## config.mk

```make
export PLATFORM = sky130hd
export DESIGN_NAME = gcd_datapath_flat
export DESIGN_NICKNAME = d
export VERILOG_FILES = /design/src/rtl/gcd_datapath_if.sv /design/src/rtl/gcd_datapath.sv /design/src/flat_wrapper.sv
export SDC_FILE = /design/constraint.sdc
export NUM_CORES = 1
export LEC_CHECK = 0
export ABC_CLOCK_PERIOD_IN_PS = 5600
export BUFFER_PORTS_ARGS = -buffer_cell sky130_fd_sc_hd__buf_2
export CAP_MARGIN = 20
export CELL_PAD_IN_SITES_DETAIL_PLACEMENT = 2
export CELL_PAD_IN_SITES_GLOBAL_PLACEMENT = 2
export CORE_MARGIN = 3
export CORE_UTILIZATION = 38
export DETAILED_ROUTE_END_ITERATION = 16
export MAX_ROUTING_LAYER = met4
export PLACE_DENSITY = 0.85
export SLEW_MARGIN = 40
export SYNTH_ARGS = -nofsm -noshare
export SYNTH_HDL_FRONTEND = slang
export SYNTH_SLANG_ARGS = --single-unit
```

## constraint.sdc

```tcl
create_clock -name clk -period 5.6 [get_ports clk]
set_clock_uncertainty 0.15 [all_clocks]
set_input_delay 0.56 -clock clk [delete_from_list [all_inputs] [get_ports clk]]
set_output_delay 0.56 -clock clk [all_outputs]
set_load 0.03 [all_outputs]
```

## src/rtl/gcd_datapath_if.sv

```systemverilog
// Bus between the GCD controller and its datapath: register-file addressing,
// write control, ALU function select, read data and the registered flags.
interface gcd_datapath_if;
  logic [3:0]  raddr1;
  logic [3:0]  raddr2;
  logic        wen;
  logic [3:0]  waddr;
  logic        wdsrc;
  logic [3:0]  func;
  logic [31:0] constant;
  logic [31:0] rdata1;
  logic [31:0] rdata2;
  logic [31:0] alu_out;
  logic        isZero;
  logic        isLess;

  modport master (
    output raddr1, raddr2, wen, waddr, wdsrc, func, constant,
    input  rdata1, rdata2, alu_out, isZero, isLess
  );

  modport slave (
    input  raddr1, raddr2, wen, waddr, wdsrc, func, constant,
    output rdata1, rdata2, alu_out, isZero, isLess
  );
endinterface

```

## src/rtl/gcd_datapath.sv

```systemverilog
// GCD datapath: 16 x 32-bit register file with two asynchronous read ports,
// one synchronous write port, a combinational ALU and registered zero/less
// flags that the controller consumes one cycle after issuing an operation.
module gcd_datapath #(
  parameter int NREGS = 16
) (
  input  logic         clk,
  input  logic         rst_n,
  gcd_datapath_if.slave bus
);

  localparam int DATA_W = 32;

  logic [DATA_W-1:0] regs [NREGS];
  logic [DATA_W-1:0] wdata;
  logic              less;

  // ALU: all arithmetic is modulo 2^32; reserved codes yield zero
  function automatic logic [DATA_W-1:0] alu(
    input logic [3:0]        f,
    input logic [DATA_W-1:0] a,
    input logic [DATA_W-1:0] b
  );
    logic [DATA_W-1:0] y;
    case (f)
      4'd0:    y = a + b;
      4'd1:    y = a - b;
      4'd2:    y = a & b;
      4'd3:    y = a | b;
      4'd4:    y = a ^ b;
      4'd5:    y = a;
      4'd6:    y = b;
      4'd7:    y = {{(DATA_W-1){1'b0}}, (a < b)};
      4'd8:    y = {a[DATA_W-2:0], 1'b0};
      4'd9:    y = {1'b0, a[DATA_W-1:1]};
      default: y = '0;
    endcase
    return y;
  endfunction

  assign bus.rdata1  = regs[bus.raddr1];
  assign bus.rdata2  = regs[bus.raddr2];
  assign bus.alu_out = alu(bus.func, bus.rdata1, bus.rdata2);
  assign less        = (bus.rdata1 < bus.rdata2);
  assign wdata       = bus.wdsrc ? bus.constant : bus.alu_out;

  // Register file write; reset clears every entry without waiting for clk
  always_ff @(posedge clk or negedge rst_n) begin
    if (!rst_n) begin
      for (int i = 0; i < NREGS; i++) regs[i] <= '0;
    end else if (bus.wen) begin
      regs[bus.waddr] <= wdata;
    end
  end

  // Flags track every ALU operation (wdsrc=0) from pre-edge operands, hold on constant loads
  always_ff @(posedge clk or negedge rst_n) begin
    if (!rst_n) begin
      bus.isZero <= 1'b1;
      bus.isLess <= 1'b0;
    end else if (!bus.wdsrc) begin
      bus.isZero <= (bus.alu_out == '0);
      bus.isLess <= less;
    end
  end

endmodule
```

## src/flat_wrapper.sv

```systemverilog
// flat-port wrapper written by rule: the top's interface ports become plain ports
module gcd_datapath_flat 
#(
  parameter int NREGS = 16
)
  (clk, rst_n, bus_raddr1, bus_raddr2, bus_wen, bus_waddr, bus_wdsrc, bus_func, bus_constant, bus_rdata1, bus_rdata2, bus_alu_out, bus_isZero, bus_isLess);
  gcd_datapath_if bus_i ();
  input  logic clk;
  input  logic rst_n;
  input wire logic [$bits(bus_i.raddr1)-1:0] bus_raddr1;
  input wire logic [$bits(bus_i.raddr2)-1:0] bus_raddr2;
  input wire logic [$bits(bus_i.wen)-1:0] bus_wen;
  input wire logic [$bits(bus_i.waddr)-1:0] bus_waddr;
  input wire logic [$bits(bus_i.wdsrc)-1:0] bus_wdsrc;
  input wire logic [$bits(bus_i.func)-1:0] bus_func;
  input wire logic [$bits(bus_i.constant)-1:0] bus_constant;
  output wire logic [$bits(bus_i.rdata1)-1:0] bus_rdata1;
  output wire logic [$bits(bus_i.rdata2)-1:0] bus_rdata2;
  output wire logic [$bits(bus_i.alu_out)-1:0] bus_alu_out;
  output wire logic [$bits(bus_i.isZero)-1:0] bus_isZero;
  output wire logic [$bits(bus_i.isLess)-1:0] bus_isLess;
  assign bus_i.raddr1 = bus_raddr1;
  assign bus_i.raddr2 = bus_raddr2;
  assign bus_i.wen = bus_wen;
  assign bus_i.waddr = bus_waddr;
  assign bus_i.wdsrc = bus_wdsrc;
  assign bus_i.func = bus_func;
  assign bus_i.constant = bus_constant;
  assign bus_rdata1 = bus_i.rdata1;
  assign bus_rdata2 = bus_i.rdata2;
  assign bus_alu_out = bus_i.alu_out;
  assign bus_isZero = bus_i.isZero;
  assign bus_isLess = bus_i.isLess;
  gcd_datapath #(.NREGS(NREGS)) u_core (.clk(clk), .rst_n(rst_n), .bus(bus_i));
endmodule
```

==> results.tsv, run 1 <==
stage	metric	value	unit
synthesis	syn-num-nets	3350	
sta	worstEndpointType	register data pin	
place	gp_congestion	1.04	
synthesis	ys_ff_latch	514	
clocking	root_buffer	clkbuf_16	
synthesis	async_flop_share	100	%
outcome	stop_error	[ERROR GRT-0232] Routing congestion too high. Check the congestion heatmap in the GUI.	
clocking	cts_sinks	514	
floorplan	rows	109	
global_route	grt_max_degree	119	
clocking	numCtsBuffers	58	
synthesis	yosysWarnings	0	
floorplan	fp.dieW	306	um
place	placedCellCount	4921	
floorplan	start_util	38.6	%
synthesis	synthesis.area	34300	um2
synthesis	synth_ff_type	dfrtp_1	
global_route	grt-ovfl-total	88	
outcome	status	did not finish	
clocking	cts.path.max_buffers	3	
floorplan	die_h	306	um
synthesis	yosysSeqAreaShare	37.5	%
synthesis	synth_cells	3199	
synthesis	yosysUniqueCellTypes	93	
place	hpwl	143000	um
synthesis	synth-edff-count	0	
outcome	haltStage	global routing	
floorplan	io_pins	150	
sta	postGrtWorstEndpoint	u_core.bus.isZero$_DFFE_PN1N_/D	
global_route	grt.total_usage	81.4	%
synthesis	avgSynthCellArea	10.7	um2
clocking	cts.htree.levels	2	
global_route	antenna_found_initial	87	
place	numPortBuffers	149	
==> layer usage <==
| metal | track usage, % | overflow |
|---|---|---|
| met2 | 92.4 | 37 |
| met1 | 80.0 | 1 |
| met4 | 78.4 | 46 |
| met3 | 70.8 | 4 |
| met5 | - | - |
==> cell usage after synthesis (all sizes together), types with 5 or more instances <==
cell     instances  share of area (%)
a31oi           13               0.24
o21a             7               0.15
a221oi          32               0.89
o311ai           7               0.20
dfrtp          513                 37
o221ai          13               0.33
nor2b           20               0.36
a222oi           8               0.23
mux2i          101                3.0
inv            105                1.1
o31ai           15               0.33
a21o            19               0.42
and3            13               0.24
or3             12               0.22
mux2           279                9.2
nor2           126                1.4
or4              8               0.18
o21bai           6               0.13
a21oi          111                1.6
nand4           11               0.20
buf             96                1.8
nand4b           5               0.13
nor4             9               0.16
clkbuf         177                1.9
nand2          442                4.8
ha              97                3.5
a311oi           5               0.13
nand3           40               0.58
o211ai          22               0.48
and2            10               0.18
a22oi           59                1.3
a2111oi          7               0.22
nor3            28               0.41
a221o           11               0.32
a211o            8               0.20
mux4           255                 17
xnor2            8               0.20
o2111ai          6               0.15
nor4b            5               0.13
nand2b          15               0.27
nor3b            6               0.13
a211oi          22               0.48
o22ai           26               0.47
a22o            11               0.28
o21ai          345                5.0
==> repair_timing <==
action	in CTS
endpoints found under the setup margin	149
pin swaps	57
gates resized for setup	295
cloned	4
buffers inserted	88
hold endpoints to repair	95
hold buffers	1
==> per-stage QoR <==
step	utilization (%)	setup WS [ns]	TNS, ns	cell area (um2)
floorplan	-	-0.203	-0.441	34700
detailed placement	46.3	-0.921	-139.31	41200
global placement	46.3	-0.683	-68.78	41100
CTS	50.8	-0.236	-1.15	45200
==> cell families after synthesis <==
| group | Yosys count | share of synthesized area (%) |
|---|---|---|
| AOI/OAI and AO/OA | 790 | 14.7 |
| xor gates and xnor gates | 8 | 0.204 |
| adders and majority gates | 99 | 3.66 |
| buffers and inverters | 379 | 4.89 |
| DFF | 514 | 37.5 |
| muxes | 635 | 29.0 |
| and+or+nand+nor | 774 | 10.1 |
==> run 2: changes to the inputs <==
- ABC_CLOCK_PERIOD_IN_PS: 5600 -> 7300
- CELL_PAD_IN_SITES_DETAIL_PLACEMENT: 2 -> unset
- CELL_PAD_IN_SITES_GLOBAL_PLACEMENT: 2 -> unset
- CORE_UTILIZATION: 38 -> 35
- MAX_ROUTING_LAYER: met4 -> unset
- PLACE_DENSITY: 0.85 -> unset
- PLACE_DENSITY_LB_ADDON: unset -> 0.15
- clock period: 5.6 -> 7.3 ns (I/O delays scaled with it)
==> run 2 against run 1 <==
The flow now finishes without violations. Synthesized cell count unchanged. Synthesized area did not move.
==> results.tsv, run 2 <==
stage	metric	value	unit	change
outcome	status	finished, final reports clean		was did not finish
pwr	leakage	0.0172	uW	
synthesis	syn-num-nets	3350		unchanged
sta	final_hold_viol_count	0		
routing	drtPass1Iterations	5		
clocking	cts_sinks	514		unchanged
place	placed_cell_area	37400	um2	was 41200 um2
place	numPortBuffers	149		unchanged
clocking	cts_tree	done		
global_route	busiest_layer	met2		
synthesis	avgSynthCellArea	10.7	um2	unchanged
global_route	antenna_found_initial	3		
sta	period_needed	7.03	ns	
worst_setup_path	cpPeakStageDelay	0.75	ns	
worst_setup_path	path_class	in -> out		
worst_setup_path	cp-end-kind	output port		
sta	tightest_slew	0.897	ns	
finish	regMostFlops	u_core.regs		
synthesis	yosysWarnings	0		unchanged
clocking	cts.path.max_buffers	3		unchanged
synthesis	synth_most_common_cell	dfrtp_1		unchanged
synthesis	async_flop_share	100	%	unchanged
clocking	cts_setup_buffers	0		was 88
pwr	peakVddDrop	193	uV	
synthesis	yosysUniqueCellTypes	93		unchanged
synthesis	yosysSeqAreaShare	37.5	%	unchanged
worst_setup_path	crit_path_start	bus_raddr1[1]		
worst_setup_path	start_kind	primary input		
finish	fillers	9317		
floorplan	fp.dieW	319	um	was 306 um
finish	area_growth	14.9	%	
sta	rsz0062_at_grt	false		
clocking	cts.htree.levels	2		unchanged
floorplan	io_pins	150		unchanged
floorplan	rows	114		was 109
synthesis	synth_ff_type	dfrtp_1		unchanged
clocking	root_buffer	clkbuf_16		unchanged
finish	multi_input_area	19900	um2	
global_route	grt_pass1_wl	222000	um	
synthesis	synth_top_family_by_area	multiplexers		unchanged
finish	layout_commonest_cell	dfrtp_1		
synthesis	synth-edff-count	0		unchanged
sta	fin_setup_tns	0	ns	
place	gp_congestion	0.981		was 1.04
pwr	power	15500	uW	
finish	largest_reg_flops	512		
routing	wl	155000	um	
synthesis	synth_compound_area_share	14.7	%	unchanged
finish	most-common-layout-cells	dfrtp_1, nand2_1, o21ai_0, mux2_2, mux4_2		
worst_setup_path	path_max_fanout	30		
sta	setup_viol	0		
worst_setup_path	cp_slowest_cell	o311ai_1		
clocking	cts_resized	0		was 295
routing	vias	29500		
routing	ant_nets	0		
sta	fin_crit_sh	96.3	%	
synthesis	synth-xor-area-share	0.204	%	unchanged
worst_setup_path	arrival	6.15	ns	
synthesis	post_synth_fa_ha_maj_area_fraction	3.66	%	unchanged
worst_hold_path	hold_path_class	reg -> reg		
sta	slew_headroom	40.1	%	
global_route	use_met2	46.6	%	
finish	fin_area	39400	um2	
routing	drt-vias-per-instance	6.31		
finish	final-seq-area	12900	um2	
routing	avgRoutedWirePerCell	33.2	um	
sta	max_freq	142	MHz	
sta	finalMaxSlewViolations	0		
floorplan	fp.coreArea	96900	um2	
pwr	power.density	394	nW/um2	
worst_setup_path	crit_chain	buf_6 -> buf_4 -> nor2b_1 -> a22oi_1 -> nand3_1 -> mux2_2 -> inv_1 -> ha_1 -> o311ai_1 -> a211oi_1 -> nor3_1 -> nand2b_1 -> a21oi_1 -> a211oi_1 -> o221ai_1 -> buf_4 -> buf_2		
global_route	grt-ovfl-total	0		
synthesis	yosys.area.top_type	dfrtp_1		unchanged
worst_hold_path	hold_start	u_core.regs[307]		
clocking	clock_latency	0.65	ns	
synthesis	synth_simple_gate_area_share	10.1	%	unchanged
pwr	seqPwrFrac	30.3	%	
global_route	grt.met3_usage	4.65	%	
synthesis	ys_ff_latch	514		unchanged
pwr	p_int	8680	uW	
synthesis	synthMuxAreaShare	29.0	%	unchanged
job	max_cap_violations	0		
pwr	netSwitchingFraction	44.0	%	
finish	reg.largest.list	u_core.regs (512), u_core.bus.isLess (1), u_core.bus.isZero (1)		
routing	initialDrtViolationCount	3398		
clocking	clk_pin_slew_worst_paths	0.06	ns	
finish	drive_above_1_share	30.5	%	
place	hpwl	112000	um	was 143000 um
finish	fin_nets	3494		
pwr	pwr-share-clk	20.0	%	
clocking	numCtsBuffers	58		unchanged
pwr	comb_power_share	49.7	%	
synthesis	synthesis.area	34300	um2	unchanged
worst_setup_path	timing.rr.start	u_core.regs[482]		
synthesis	synth_cells	3199		unchanged
global_route	grt_max_degree	103		
global_route	grt.total_usage	29.9	%	
routing	drc	0		
pwr	net-switching-power	6820	uW	
clocking	cts-hold-fix-buffers	1		unchanged
worst_setup_path	critPathRequiredTime	6.42	ns	
synthesis	synth.top_cell.area_share	37.4	%	unchanged
synthesis	synth_common_cells	dfrtp_1, nand2_1, o21ai_0, mux2_2, mux4_2		unchanged
floorplan	die_area	102000	um2	
worst_setup_path	r2r_setup_slack	0.98	ns	
synthesis	synthTopCellsByArea	dfrtp_1, mux4_2, mux2_2, o21ai_0, nand2_1		unchanged
floorplan	die_h	319	um	was 306 um
global_route	met1_usage	42.4	%	
floorplan	start_util	35.4	%	was 38.6%
global_route	grt_pass1_vias	29200		
[run 2: cell counts after synthesis]
Identical to the previous run, type by type.
[run 2: kinds of logic after synthesis]
family                   after synthesis
flip-flops                           514
XOR/XNOR                               8
AND/OR/NAND/NOR                      774
buffers and inverters                379
AO/OA/AOI/OAI                        790
adder cells (fa/ha/maj)               99
multiplexers                         635
[run 2: worst paths after layout]
path,to,depth (start not counted)
worst max register to register,u_core.bus.isZero,15
worst min-delay path,u_core.regs[307],2
worst min register to register,u_core.regs[307],2
max in group asynchronous,u_core.regs[493],4
min in group asynchronous,u_core.regs[331],2
worst max-delay path,bus_alu_out[11],17
[run 2: per-stage QoR]
step | utilization, % | setup WS, ns | instances | hold WS (ns)
finish | 40.7 | 0.269 | 4667 | 0.348
global route | 40.7 | 0.218 | 4666 | 0.375
CTS | 40.7 | 0.448 | 4666 | 0.352
detailed placement | 38.6 | 0.0348 | 4558 | 0.338
global placement | 38.4 | 0.0879 | 4555 | 0.325
floorplan | - | 0.425 | 3199 | 0.284
[run 2: layout make-up]
| class | count | share of cell area [%] |
|---|---|---|
| Antenna cell | 1 | 0.00635 |
| Clock buffer | 84 | 4.37 |
| Clock inverter | 23 | 0.731 |
| Inverter | 106 | 1.01 |
| Multi-Input combinational cell | 2306 | 50.5 |
| Sequential cell | 514 | 32.7 |
| Tap cell | 1276 | 4.05 |
| Timing Repair Buffer | 357 | 6.68 |
[run 2: power by group through the flow]
stage / clock network (uW) / registers [uW] / logic (uW)
after CTS: 3170 / 4650 / 7570
after floorplan: 0 / 4380 / 4770
after global placement: 0 / 4610 / 7500
after detailed placement: 0 / 4700 / 7550
final: 3100 / 4700 / 7710
after global routing: 3260 / 4800 / 8170
[run 2: worst max-delay path: cells and delay by family]
| kind | cells | cell delay [ns] |
|---|---|---|
| AOI/OAI and AO/OA | 6 | 2.25 |
| buffers and inverters | 5 | 1.06 |
| muxes | 1 | 0.22 |
| and+or+nand+nor | 4 | 1.54 |
| adders and majority gates | 1 | 0.30 |
[run 2: layer usage]
metal	share of wire, %	vias to the layer above
li1	-	12300
met1	43	15500
met2	45	1427
met3	7.5	251
met4	4.1	0
met5	0	-
No activity file was read; power rests on OpenSTA's default activity.
==> run 3: changes to the inputs <==
- CORE_UTILIZATION: 35 -> 28
==> run 3 against run 2 <==
Via count decreased by 2.7%. Maximum frequency increased by 1.1%. Critical path depth is 4 higher. Worst hold slack gained 0.0028 ns. Critical path type unchanged.
==> results.tsv, run 3 (synthesis gave the netlist of run 2 again) <==
stage	metric	value	unit	change
worst_setup_path	crit_buf_inv	9		was 5
worst_setup_path	crit_path_start	bus_raddr1[0]		was bus_raddr1[1]
floorplan	fp.coreArea	121000	um2	was 96900 um2
sta	rsz0062_at_grt	false		unchanged
floorplan	start_util	28.4	%	was 35.4%
routing	drc	0		unchanged
worst_setup_path	cp_slowest_cell	mux2i_1		was o311ai_1
finish	regMostFlops	u_core.regs		unchanged
clocking	cts.path.max_buffers	3		unchanged
floorplan	io_pins	150		unchanged
place	numPortBuffers	149		unchanged
worst_setup_path	cpPeakStageDelay	0.53	ns	was 0.75 ns
global_route	grt-ovfl-total	0		unchanged
sta	holdWs	0.350	ns	was 0.348 ns
sta	fin_crit_sh	95.3	%	was 96.3%
floorplan	fp.dieW	356	um	was 319 um
global_route	grt_max_degree	144		was 103
clocking	cts_sinks	514		unchanged
sta	final_hold_viol_count	0		unchanged
routing	avgRoutedWirePerCell	31.4	um	was 33.2 um
worst_setup_path	path_class	in -> out		unchanged
sta	fin_setup_tns	0	ns	unchanged
worst_hold_path	hold_path_class	reg -> reg		unchanged
place	hpwl	115000	um	was 112000 um
routing	drt-vias-per-instance	5.71		was 6.31
worst_setup_path	start_kind	primary input		unchanged
clocking	clock_latency	0.67	ns	was 0.65 ns
sta	tightest_slew	0.874	ns	was 0.897 ns
place	gp_congestion	0.983		was 0.981
clocking	cts_tree	done		unchanged
finish	fin_nets	3516		was 3494
worst_setup_path	crit_family	buffers and inverters		was compound AO/OA/AOI/OAI gates
floorplan	die_area	127000	um2	was 102000 um2
worst_setup_path	r2r_setup_slack	1.03	ns	was 0.98 ns
routing	wl	158000	um	was 155000 um
sta	finalMaxSlewViolations	0		unchanged
routing	drtPass1Iterations	6		was 5
floorplan	die_h	356	um	was 319 um
finish	most-common-layout-cells	dfrtp_1, nand2_1, o21ai_0, mux2_2, mux4_2		unchanged
pwr	power.density	387	nW/um2	was 394 nW/um2
outcome	status	finished, final reports clean		unchanged
worst_setup_path	path_max_fanout	17		was 30
clocking	cts.htree.levels	2		unchanged
finish	layout_commonest_cell	dfrtp_1		unchanged
pwr	peakVddDrop	247	uV	was 193 uV
worst_setup_path	critPathRequiredTime	6.42	ns	about the same
finish	area_growth	16.5	%	was 14.9%
clocking	numCtsBuffers	59		was 58
worst_setup_path	timing.rr.start	u_core.regs[256]		was u_core.regs[482]
global_route	antenna_found_initial	9		was 3
finish	drive_above_1_share	30.8	%	was 30.5%
job	max_cap_violations	0		unchanged
worst_setup_path	cp.depth	21		was 17
sta	max_freq	144	MHz	was 142 MHz
sta	slew_headroom	41.7	%	was 40.1%
routing	ant_nets	0		unchanged
global_route	grt_pass1_wl	224000	um	was 222000 um
worst_setup_path	arrival	6.08	ns	was 6.15 ns
worst_setup_path	crit_chain	buf_6 -> buf_4 -> inv_2 -> buf_4 -> mux2i_1 -> a21o_1 -> inv_2 -> ha_1 -> a21oi_1 -> buf_4 -> o21ai_0 -> a41oi_1 -> buf_4 -> nor3b_1 -> o21ai_0 -> buf_4 -> a21oi_1 -> o21ai_0 -> a21oi_1 -> nand4_1 -> buf_2		was buf_6 -> buf_4 -> nor2b_1 -> a22oi_1 -> nand3_1 -> mux2_2 -> inv_1 -> ha_1 -> o311ai_1 -> a211oi_1 -> nor3_1 -> nand2b_1 -> a21oi_1 -> a211oi_1 -> o221ai_1 -> buf_4 -> buf_2
routing	initialDrtViolationCount	2718		was 3398
finish	largest_reg_flops	512		unchanged
worst_setup_path	reg2reg_to	u_core.bus.isZero		unchanged
finish	final_core_util	33.1	%	was 40.7%
finish	reg.largest.list	u_core.regs (512), u_core.bus.isLess (1), u_core.bus.isZero (1)		unchanged
worst_setup_path	cpMostUsedCell	buf_4		
global_route	grt_pass1_vias	28000		was 29200
routing	vias	28700		was 29500
sta	setup_viol	0		unchanged
global_route	grt.total_usage	24.6	%	was 29.9%
worst_setup_path	crit_end	bus_alu_out[31]		was bus_alu_out[11]
clocking	root_buffer	clkbuf_16		unchanged
worst_setup_path	ff2ff_path_depth	20		was 15
sta	period_needed	6.96	ns	was 7.03 ns
floorplan	rows	127		was 114
clocking	clk_pin_slew_worst_paths	0.06	ns	about the same
worst_setup_path	cp-end-kind	output port		unchanged
pwr	leakage	0.0173	uW	was 0.0172 uW
==> run 3: metal layers <==
metal | GRT usage, % | share of wire, % | wire length, um
met1 | 35.4 | 45 | 71600
met3 | 3.35 | 6.3 | 9950
met5 | 0 | 0.0082 | 13
met2 | 38.0 | 45 | 70700
met4 | 7.85 | 3.5 | 5450
==> run 3: worst register-to-register path, stage by stage (launching register included) <==
cell and delay, ns:
dfrtp_1 0.40, mux4_2 0.48, mux2_2 0.30, o21ai_0 0.16, buf_4 0.15, inv_1 0.18
ha_1 0.33, inv_1 0.09, fa_1 0.23, nor2b_1 0.10, o31ai_1 0.42, a21oi_1 0.16
o211ai_1 0.18, nor3b_1 0.40, o211ai_1 0.15, buf_4 0.21, nor3_1 0.57, nand4b_1 0.27
or4_1 0.45, or4_1 0.53, o41ai_2 0.30
==> run 3: area by class of cell <==
| class | count | area, um2 |
|---|---|---|
| fillers | 12400 | 80800 |
| multi-input cells | 2306 | 19900 |
| flip-flops and latches | 514 | 12900 |
| repair buffers | 378 | 2780 |
| well taps | 1612 | 2020 |
| clock buffers | 84 | 1670 |
| inverters | 106 | 398 |
| clock inverters | 22 | 282 |
| diodes | 4 | 10.0 |
==> run 3: per-stage QoR <==
step	cells	total power [uW]	instance area [um2]	worst slack, ns
floorplan	3199	9150	34300	0.425
global placement	4912	12300	37800	0.0756
detailed placement	4913	12300	37900	0.311
CTS	5020	15400	39900	0.268
global route	5022	16300	39900	0.145
finish	5026	15500	39900	0.344
==> run 3: how the worst min path moves through the flow <==
stage                                start           endpoint  slack, ns  cells after the start
after floorplan                      rst_n  u_core.bus.isLess       0.28                      0
after global placement     u_core.regs[36]    u_core.regs[36]       0.33                      2
after detailed placement   u_core.regs[48]    u_core.regs[48]       0.34                      2
after CTS                  u_core.regs[36]    u_core.regs[36]       0.35                      2
after global routing      u_core.regs[355]   u_core.regs[355]       0.38                      2
final                     u_core.regs[186]   u_core.regs[186]       0.35                      2
==> run 3: what timing repair did <==
| action | CTS | global route |
|---|---|---|
| hold endpoints to repair | 28 | 0 |
| gates resized for setup | 0 | 1 |
| setup endpoints to repair | 0 | 1 |
| hold buffers | 1 | 0 |
| setup buffers | 0 | 0 |
==> run 3: where the power goes <==
part / switching (uW) / leakage, uW / internal (uW) / total (uW)
Sequential: 834 / 0.00655 / 3860 / 4700
Clock: 1260 / 0.000963 / 1800 / 3060
Combinational: 4690 / 0.00982 / 3030 / 7710
Total: 6780 / 0.0173 / 8690 / 15500
